`src/rtl/move_key_tracker_if.sv`:
```
// Byte-in / movement-out bundle between the PS/2 byte receiver and the movement tracker.
// Latency: n/a (wires only).
// Backpressure: none; scan_valid is a one-cycle strobe and the tracker always accepts it.
// Signals: scan_code/scan_valid (receiver -> tracker), dir/step/attack/held (tracker -> player logic).
interface move_key_tracker_if;
  logic [7:0] scan_code;
  logic       scan_valid;
  logic [2:0] dir;
  logic       step;
  logic       attack;
  logic [4:0] held;

  // master: byte source that also observes the movement outputs
  modport master (
    output scan_code, scan_valid,
    input  dir, step, attack, held
  );

  // slave: the tracker itself
  modport slave (
    input  scan_code, scan_valid,
    output dir, step, attack, held
  );
endinterface

```
`src/rtl/move_key_tracker.sv`:
```
// PS/2 set-2 decoder tracking 4 direction keys + attack, producing dir level, auto-repeat step and attack strobes.
// Latency: final byte of a make/break -> held/dir/step/attack update 1 cycle later.
// Backpressure: none; every scan_valid byte is consumed the cycle it arrives.
// Ports: clk, reset (async, active-high); bus.slave: scan_code/scan_valid in, dir[2:0]/step/attack/held[4:0] out.
module move_key_tracker #(
  parameter int         REPEAT_DELAY  = 12_500_000,
  parameter int         REPEAT_PERIOD = 5_000_000,
  parameter bit         ACCEPT_KEYPAD = 1'b1,
  parameter logic [7:0] ATTACK_CODE   = 8'h1A
) (
  input  logic               clk,
  input  logic               reset,
  move_key_tracker_if.slave  bus
);

  localparam int CNT_MAX = (REPEAT_DELAY > REPEAT_PERIOD) ? REPEAT_DELAY : REPEAT_PERIOD;
  localparam int CW      = $clog2(CNT_MAX + 1);
  localparam logic [CW-1:0] DELAY_LD  = CW'(REPEAT_DELAY);
  localparam logic [CW-1:0] PERIOD_LD = CW'(REPEAT_PERIOD);
  localparam logic [CW-1:0] CNT_ONE   = CW'(1);

  typedef enum logic [1:0] {S_IDLE, S_EXT, S_BRK, S_EXT_BRK} state_t;

  state_t        state, state_nxt;
  logic          ev_make, ev_brk, ev_ext;
  logic [4:0]    key;           // one-hot {attack,right,down,left,up} of the final byte
  logic [4:0]    held_q, held_after;
  logic [2:0]    dir_q, fallback;
  logic          step_q, attack_q;
  logic [CW-1:0] cnt_q;
  logic          key_new, key_gone, dir_press, dir_release;

  // One-hot (or multi-hot) key set -> direction code, priority up > down > left > right.
  // Used both to encode a single pressed key and to pick the fallback among remaining held keys.
  function automatic logic [2:0] dir_code(input logic [3:0] k);
    logic [2:0] d;
    d = 3'b000;
    if (k[0])      d = 3'b010;
    else if (k[2]) d = 3'b100;
    else if (k[1]) d = 3'b001;
    else if (k[3]) d = 3'b011;
    return d;
  endfunction

  // Prefix decoder: state register
  always_ff @(posedge clk or posedge reset) begin
    if (reset) state <= S_IDLE;
    else       state <= state_nxt;
  end

  // Prefix decoder: next state and make/break event for the final byte
  always_comb begin
    state_nxt = state;
    ev_make   = 1'b0;
    ev_brk    = 1'b0;
    ev_ext    = 1'b0;
    if (bus.scan_valid) begin
      case (state)
        S_IDLE: begin
          if (bus.scan_code == 8'hE0)      state_nxt = S_EXT;
          else if (bus.scan_code == 8'hF0) state_nxt = S_BRK;
          else begin ev_make = 1'b1; state_nxt = S_IDLE; end
        end
        S_EXT: begin
          if (bus.scan_code == 8'hF0)      state_nxt = S_EXT_BRK;
          else if (bus.scan_code == 8'hE0) state_nxt = S_EXT;
          else begin ev_make = 1'b1; ev_ext = 1'b1; state_nxt = S_IDLE; end
        end
        S_BRK: begin
          // E0 after F0 means we lost sync; restart as an extended sequence
          if (bus.scan_code == 8'hE0)      state_nxt = S_EXT;
          else if (bus.scan_code == 8'hF0) state_nxt = S_BRK;
          else begin ev_brk = 1'b1; state_nxt = S_IDLE; end
        end
        S_EXT_BRK: begin
          if (bus.scan_code == 8'hE0)      state_nxt = S_EXT;
          else if (bus.scan_code == 8'hF0) state_nxt = S_EXT_BRK;
          else begin ev_brk = 1'b1; ev_ext = 1'b1; state_nxt = S_IDLE; end
        end
        default: state_nxt = S_IDLE;
      endcase
    end
  end

  // Key mapping; keypad and arrow variants share a held bit
  always_comb begin
    key = 5'b00000;
    if (ev_ext || ACCEPT_KEYPAD) begin
      case (bus.scan_code)
        8'h75:   key = 5'b00001;
        8'h6B:   key = 5'b00010;
        8'h72:   key = 5'b00100;
        8'h74:   key = 5'b01000;
        default: key = 5'b00000;
      endcase
    end
    if (!ev_ext && bus.scan_code == ATTACK_CODE) key = 5'b10000;
  end

  assign key_new     = ev_make && (key != 5'b0) && ((held_q & key) == 5'b0);
  assign key_gone    = ev_brk && ((held_q & key) != 5'b0);
  assign held_after  = held_q & ~key;
  assign fallback    = dir_code(held_after[3:0]);
  assign dir_press   = key_new && !key[4];
  // Only releasing the key that currently owns dir moves dir; other releases just clear held
  assign dir_release = key_gone && !key[4] && (dir_code(key[3:0]) == dir_q);

  always_ff @(posedge clk or posedge reset) begin
    if (reset) begin
      held_q   <= 5'b0;
      dir_q    <= 3'b000;
      step_q   <= 1'b0;
      attack_q <= 1'b0;
      cnt_q    <= '0;
    end else begin
      step_q   <= 1'b0;
      attack_q <= key_new && key[4];

      if (key_new)       held_q <= held_q | key;
      else if (key_gone) held_q <= held_after;

      // A direction scan event overrides a repeat expiry in the same cycle,
      // so at most one step strobe is ever produced per cycle.
      if (dir_press) begin
        dir_q  <= dir_code(key[3:0]);
        step_q <= 1'b1;
        cnt_q  <= DELAY_LD;
      end else if (dir_release) begin
        dir_q <= fallback;
        cnt_q <= (fallback == 3'b000) ? '0 : DELAY_LD;
      end else if (dir_q == 3'b000) begin
        cnt_q <= '0;
      end else if (cnt_q == CNT_ONE) begin
        step_q <= 1'b1;
        cnt_q  <= PERIOD_LD;
      end else begin
        cnt_q <= cnt_q - CNT_ONE;
      end
    end
  end

  assign bus.dir    = dir_q;
  assign bus.step   = step_q;
  assign bus.attack = attack_q;
  assign bus.held   = held_q;

endmodule
```
`src/flat_wrapper.sv`:
```
// flat-port wrapper written by rule: the top's interface ports become plain ports
module move_key_tracker_flat 
#(
  parameter int         REPEAT_DELAY  = 12_500_000,
  parameter int         REPEAT_PERIOD = 5_000_000,
  parameter bit         ACCEPT_KEYPAD = 1'b1,
  parameter logic [7:0] ATTACK_CODE   = 8'h1A
)
  (clk, reset, bus_scan_code, bus_scan_valid, bus_dir, bus_step, bus_attack, bus_held);
  move_key_tracker_if bus_i ();
  input  logic clk;
  input  logic reset;
  input wire logic [$bits(bus_i.scan_code)-1:0] bus_scan_code;
  input wire logic [$bits(bus_i.scan_valid)-1:0] bus_scan_valid;
  output wire logic [$bits(bus_i.dir)-1:0] bus_dir;
  output wire logic [$bits(bus_i.step)-1:0] bus_step;
  output wire logic [$bits(bus_i.attack)-1:0] bus_attack;
  output wire logic [$bits(bus_i.held)-1:0] bus_held;
  assign bus_i.scan_code = bus_scan_code;
  assign bus_i.scan_valid = bus_scan_valid;
  assign bus_dir = bus_i.dir;
  assign bus_step = bus_i.step;
  assign bus_attack = bus_i.attack;
  assign bus_held = bus_i.held;
  move_key_tracker #(.REPEAT_DELAY(REPEAT_DELAY), .REPEAT_PERIOD(REPEAT_PERIOD), .ACCEPT_KEYPAD(ACCEPT_KEYPAD), .ATTACK_CODE(ATTACK_CODE)) u_core (.clk(clk), .reset(reset), .bus(bus_i));
endmodule
```
`config.mk`:
```
export PLATFORM = sky130hd
export DESIGN_NAME = move_key_tracker_flat
export DESIGN_NICKNAME = d
export VERILOG_FILES = /design/src/rtl/move_key_tracker_if.sv /design/src/rtl/move_key_tracker.sv /design/src/flat_wrapper.sv
export SDC_FILE = /design/constraint.sdc
export NUM_CORES = 1
export LEC_CHECK = 0
export ABC_AREA = 1
export CELL_PAD_IN_SITES_DETAIL_PLACEMENT = 1
export CELL_PAD_IN_SITES_GLOBAL_PLACEMENT = 2
export CORE_ASPECT_RATIO = 1.2
export CORE_UTILIZATION = 33
export DETAILED_ROUTE_END_ITERATION = 7
export PLACE_DENSITY = 0.82
export SLEW_MARGIN = 20
export SYNTH_ARGS = -nofsm -noshare
export SYNTH_HDL_FRONTEND = slang
export SYNTH_SLANG_ARGS = --single-unit
```
`constraint.sdc`:
```
create_clock -name clk -period 2.75 [get_ports clk]
set_clock_uncertainty 0.2 [all_clocks]
set_input_delay 0.6875 -clock clk [delete_from_list [all_inputs] [get_ports clk]]
set_output_delay 0.6875 -clock clk [all_outputs]
set_load 0.01 [all_outputs]
```
Word-level counts from Yosys, hierarchy flattened
Index checks and enable logic that the tools add are counted.

storage, ports and cells
  logic and storage cells = 83
  bits in registers = 36
  input port bits = 11
  output and inout port bits = 10

operators by class
  bitwise logic cells = 4
  reductions and logical operators = 20
  add/subtract/negate cells = 1
  eq/ne operators = 12
  mux-type cells = 40

operators with widths
  operator                 number
  $mux W24                 5
  $eq A8 B7 Y1 const B     4
  $eq A24 B1 Y1 const B    1
  $mux W3                  8
  $sub A24 B1 Y24 const B  1
  $eq A8 B8 Y1 const B     2
  $pmux W4 S4              1
  $mux W5                  3
  $mux W2                  7
  $mux W1                  13
  $and A5 B5 Y5            2
  $reduce_bool A5 Y1       2
  $eq A8 B5 Y1 const B     1
  $logic_and A1 B1 Y1      8
  $logic_not A3 Y1         2
  $pmux W2 S3              1
  $logic_not A5 Y1         1
  $not A5 Y5               1
  $or A5 B5 Y5             1
  $eq A2 B2 Y1 const B     2
  $pmux W1 S2              2
  $reduce_bool A2 Y1       2
  $reduce_or A2 Y1         2
  $eq A3 B3 Y1             1
  other kinds (3)          4

Longest topological paths before layout
  depth in word-level cells = 18
  gate-level depth with buffers = 15

Worst setup path before layout
OpenSTA, ideal clock, no wires.

  path type = input -> register
  start = input port bus_scan_code[7]
  end = register u_core.cnt_q[10]
  library setup time = 0.125 ns
  stages on the path = 13
  arrival time = 1.861 ns
  buffers on the path = 1
  slack = 0.564 ns
  data required time = 2.425 ns
  cell sequence = inv_1 > nand2_2 > nor2_1 > nand2_1 > nand2_1 > nand2_1 > nand2_1 > nand2_2 > nor2_4 > nand3_4 > buf_6 > nand2_1 > nand3_2

between the ends
  word-level cells in the longest chain between the ends = 18

ends and longest elaborated chain
  element                                 line                                            text
  start, declared                         flat_wrapper.sv:13                              input wire logic [$bits(bus_i.scan_code)-1:0] bus_scan_code;
  $eq A8 B8 Y1, on equally long branches  n/a
  $mux W1, on equally long branches       n/a
  $mux W1, on equally long branches       move_key_tracker.sv:76, move_key_tracker.sv:65
  $pmux W1 S2                             move_key_tracker.sv:58                          case (state)
  $mux W1                                 move_key_tracker.sv:57                          if (bus.scan_valid) begin
  $logic_not A1 Y1                        move_key_tracker.sv:97                          if (!ev_ext && bus.scan_code == ATTACK_CODE) key = 5'b10000;
  $logic_and A1 B1 Y1                     move_key_tracker.sv:97
  $mux W5                                 move_key_tracker.sv:97
  [2 not listed]                          n/a
  $mux W2                                 move_key_tracker.sv:41                          else if (k[3]) d = 3'b011;
  $mux W3                                 move_key_tracker.sv:40                          else if (k[1]) d = 3'b001;
  $mux W3                                 move_key_tracker.sv:39                          else if (k[2]) d = 3'b100;
  $mux W3                                 move_key_tracker.sv:38                          if (k[0]) d = 3'b010;
  $logic_not A3 Y1                        move_key_tracker.sv:130                         cnt_q <= (fallback == 3'b000) ? '0 : DELAY_LD;
  $mux W24                                move_key_tracker.sv:130
  $mux W24                                move_key_tracker.sv:128                         end else if (dir_release) begin
  $mux W24 (*)                            move_key_tracker.sv:124                         if (dir_press) begin
  end signal, assigned                    move_key_tracker.sv:130
  end signal, assigned                    move_key_tracker.sv:137                         cnt_q <= cnt_q - CNT_ONE;
  end, declared                           move_key_tracker.sv:30                          logic [CW-1:0] cnt_q;

Mark *: on every way between the ends. The rest lies on a longest branch, timed or not.
A chain may end at the register's enable or synchronous reset.

Final worst setup path
  start = input port bus_scan_code[6]
  end = register u_core.cnt_q[15]

Same word-level chain as after synthesis.

==> impl_metrics.ini <==
[run_status]
status = finished clean

[yosys]
synth-seq-cells = 36
synth_fa_ha_area_share_pct = 0.948
synthFlopType = dfrtp_1
synth_most_common_cell = nand2_1
synthTopCellsByArea = dfrtp_1, nand2_1, nor2_1
synth_commonest_cells = nand2_1, nor2_1, dfrtp_1, nand3_1, inv_1
synth_top_family_by_area = simple AND/OR/NAND/NOR gates
synth_xor_area_share_pct = 3.98
syn-num-nets = 391
synth-edff-count = 0
yosysTopAreaCell = dfrtp_1
synth.area.mux_share_pct = 0
yosysSeqAreaShare_pct = 34.1
synth-compound-area-share_pct = 4.69
yosysUniqueCellTypes = 36
synth_area_sq_mm = 0.00264
synth_cells = 378
syn_area_per_cell_sq_um = 6.98
yosys.area_share.simple_pct = 47.6
netlist.area_leader.share_pct = 34.1
synthArstFlopShare_pct = 100
ys_warn_count = 0

[pwr]
p_clk_share_pct = 13.9
netSwitchingFraction_pct = 48.1
p_leak_uw = 0.00181
p_sw_uw = 1600
power_density_mw_per_mm2 = 993
p_int_uw = 1720
seqPwrFrac_pct = 25.5
pwr-share-comb_pct = 60.6
vdd.ir_drop.worst_mv = 0.540

[global_route]
grt_pass1_wl_um = 13200
grt_max_degree = 37
grt.total_usage_pct = 19.9
overflow = 0
grt_antenna_before_repair = 0
grt_pass1_vias = 2762

[floorplan]
start_util_pct = 34.3
dieArea_sq_mm = 0.00836
die_h_um = 100
die_w_um = 83.7
ios = 21
core_sq_mm = 0.00771
core.rowCount = 35

[clock_tree]
clk_pin_slew_ns = 0.07
clk_latency_ns = 0.28
h-tree-depth = 2
cts_tree = done
hold_buffers = 0
clockRootBuffer = clkbuf_8
cts_buffers = 5
cts.sinks = 36
clk_path_buf_depth = 2

[route]
drtIter0Drc = 93
final_antenna_net_count = 0
routed_wl_um = 7890
route.vias.total = 2617
wire_per_inst_um = 15.0
drc_errors = 0
vias_per_cell = 4.98
drtPass1Iterations = 4

[layout]
nets = 445
drive_gt1_share_pct = 19.2
antenna_cells = 0
areaGrowthSynthToFinish_pct = 26.8

[flow_run]
drv_cap = 0

[sta]
rsz0062_at_grt = yes
tns_ns = 0
setup_violations = 0
max_freq_ghz = 0.376
slew_headroom_pct = 63.0
tightest_slew_ns = 0.550
finalHoldViolations = 0
min_period_ns = 2.66
slew_violations = 0
period_share_pct = 96.7
fin_ws_ns = 0.0911

[place]
place_congestion = 0.764
place.detailed.hpwl_um = 6110
portBuffers = 20
place_ws_ns = -0.256

[setup_path]
critPathRequiredTime_ns = 2.78
path_max_fanout = 6
endpoint_kind = register
arrival_ns = 2.68
path_class = in2reg
crit_path_start_kind = primary input

[worst_hold_path]
min_path_type = reg2reg
==> final timing paths <==
path                                  start  cells after the start                          to  slack, ns
max                        bus_scan_code[6]                     15            u_core.cnt_q[15]       0.09
min                         u_core.state[0]                      2             u_core.state[0]       0.35
max reg2reg                 u_core.cnt_q[0]                      9            u_core.cnt_q[16]       0.66
min reg2reg                 u_core.state[0]                      2             u_core.state[0]       0.35
max in group asynchronous             reset                      3  asynchronous set/reset pin       1.38
min in group asynchronous             reset                      3             u_core.cnt_q[1]       0.61
==> layout make-up <==
class                           instances  area (sq um)
Timing Repair Buffer                   56           539
Clock inverter                          2          35.0
Clock buffer                            6          72.6
Inverter                               41           154
Tap cell                               92           115
Multi-Input combinational cell        292          1530
Sequential cell                        36           901
Fill cell                             992          4360
==> cell families after synthesis <==
family	after synthesis
AO/OA/AOI/OAI	21
buffers and inverters	50
AND/OR/NAND/NOR	257
flip-flops	36
adder cells (fa/ha/maj)	2
XOR/XNOR	12
==> placed cells by master, fill, tap and decap left out, types with 9 or more instances in the layout <==
cell type	Yosys	layout
nor3_1	10	10
nand3_1	36	36
nand2_1	96	96
clkdlybuf4s50_1	0	16
buf_4	2	31
nor2_1	65	62
inv_1	35	35
nand4_1	9	9
dfrtp_1	36	36
nand3_2	13	12
==> power by group through the flow <==
stage	Combinational (uW)	Clock, uW	Sequential [uW]
2_1_floorplan	1540	0	807
3_3_place_gp	1970	0	851
3_5_place_dp	2010	0	857
4_1_cts	2040	478	847
5_1_grt	2320	492	875
6_report	2010	463	848
==> stage by stage <==
stage                     util, %  cell area (sq um)  cells  power (uW)  hold slack, ns
after floorplan                 -               2640    378        2340           0.291
after CTS                    42.5               3270    522        3360           0.353
after detailed placement     41.1               3170    514        2870           0.332
after global placement       41.1               3170    514        2830           0.311
final                        43.4               3350    525        3320           0.346
after global routing         43.4               3350    525        3680           0.356
==> metal layers <==
metal	wire (um)	track usage, %
met5	0	0
met4	109	5.22
met3	168	2.14
met2	4310	39.5
met1	3300	22.2
==> worst max-delay path, cell delays in order <==
cell and delay [ns]:
clkdlybuf4s50_1 0.49, buf_4 0.12, nand2_1 0.05, inv_1 0.06
nand2_1 0.06, nor2_2 0.12, nor2_4 0.06, nand2_2 0.09
nand3_2 0.10, a21oi_4 0.22, buf_4 0.15, nand4_1 0.09
buf_4 0.17, clkbuf_16 0.16, nand3_2 0.06
==> what timing repair did <==
action	CTS	global route
setup buffers	0	2
resized for setup	0	10
endpoints found under the setup margin	0	32
Note: power is estimated with default switching activity, not from simulation.
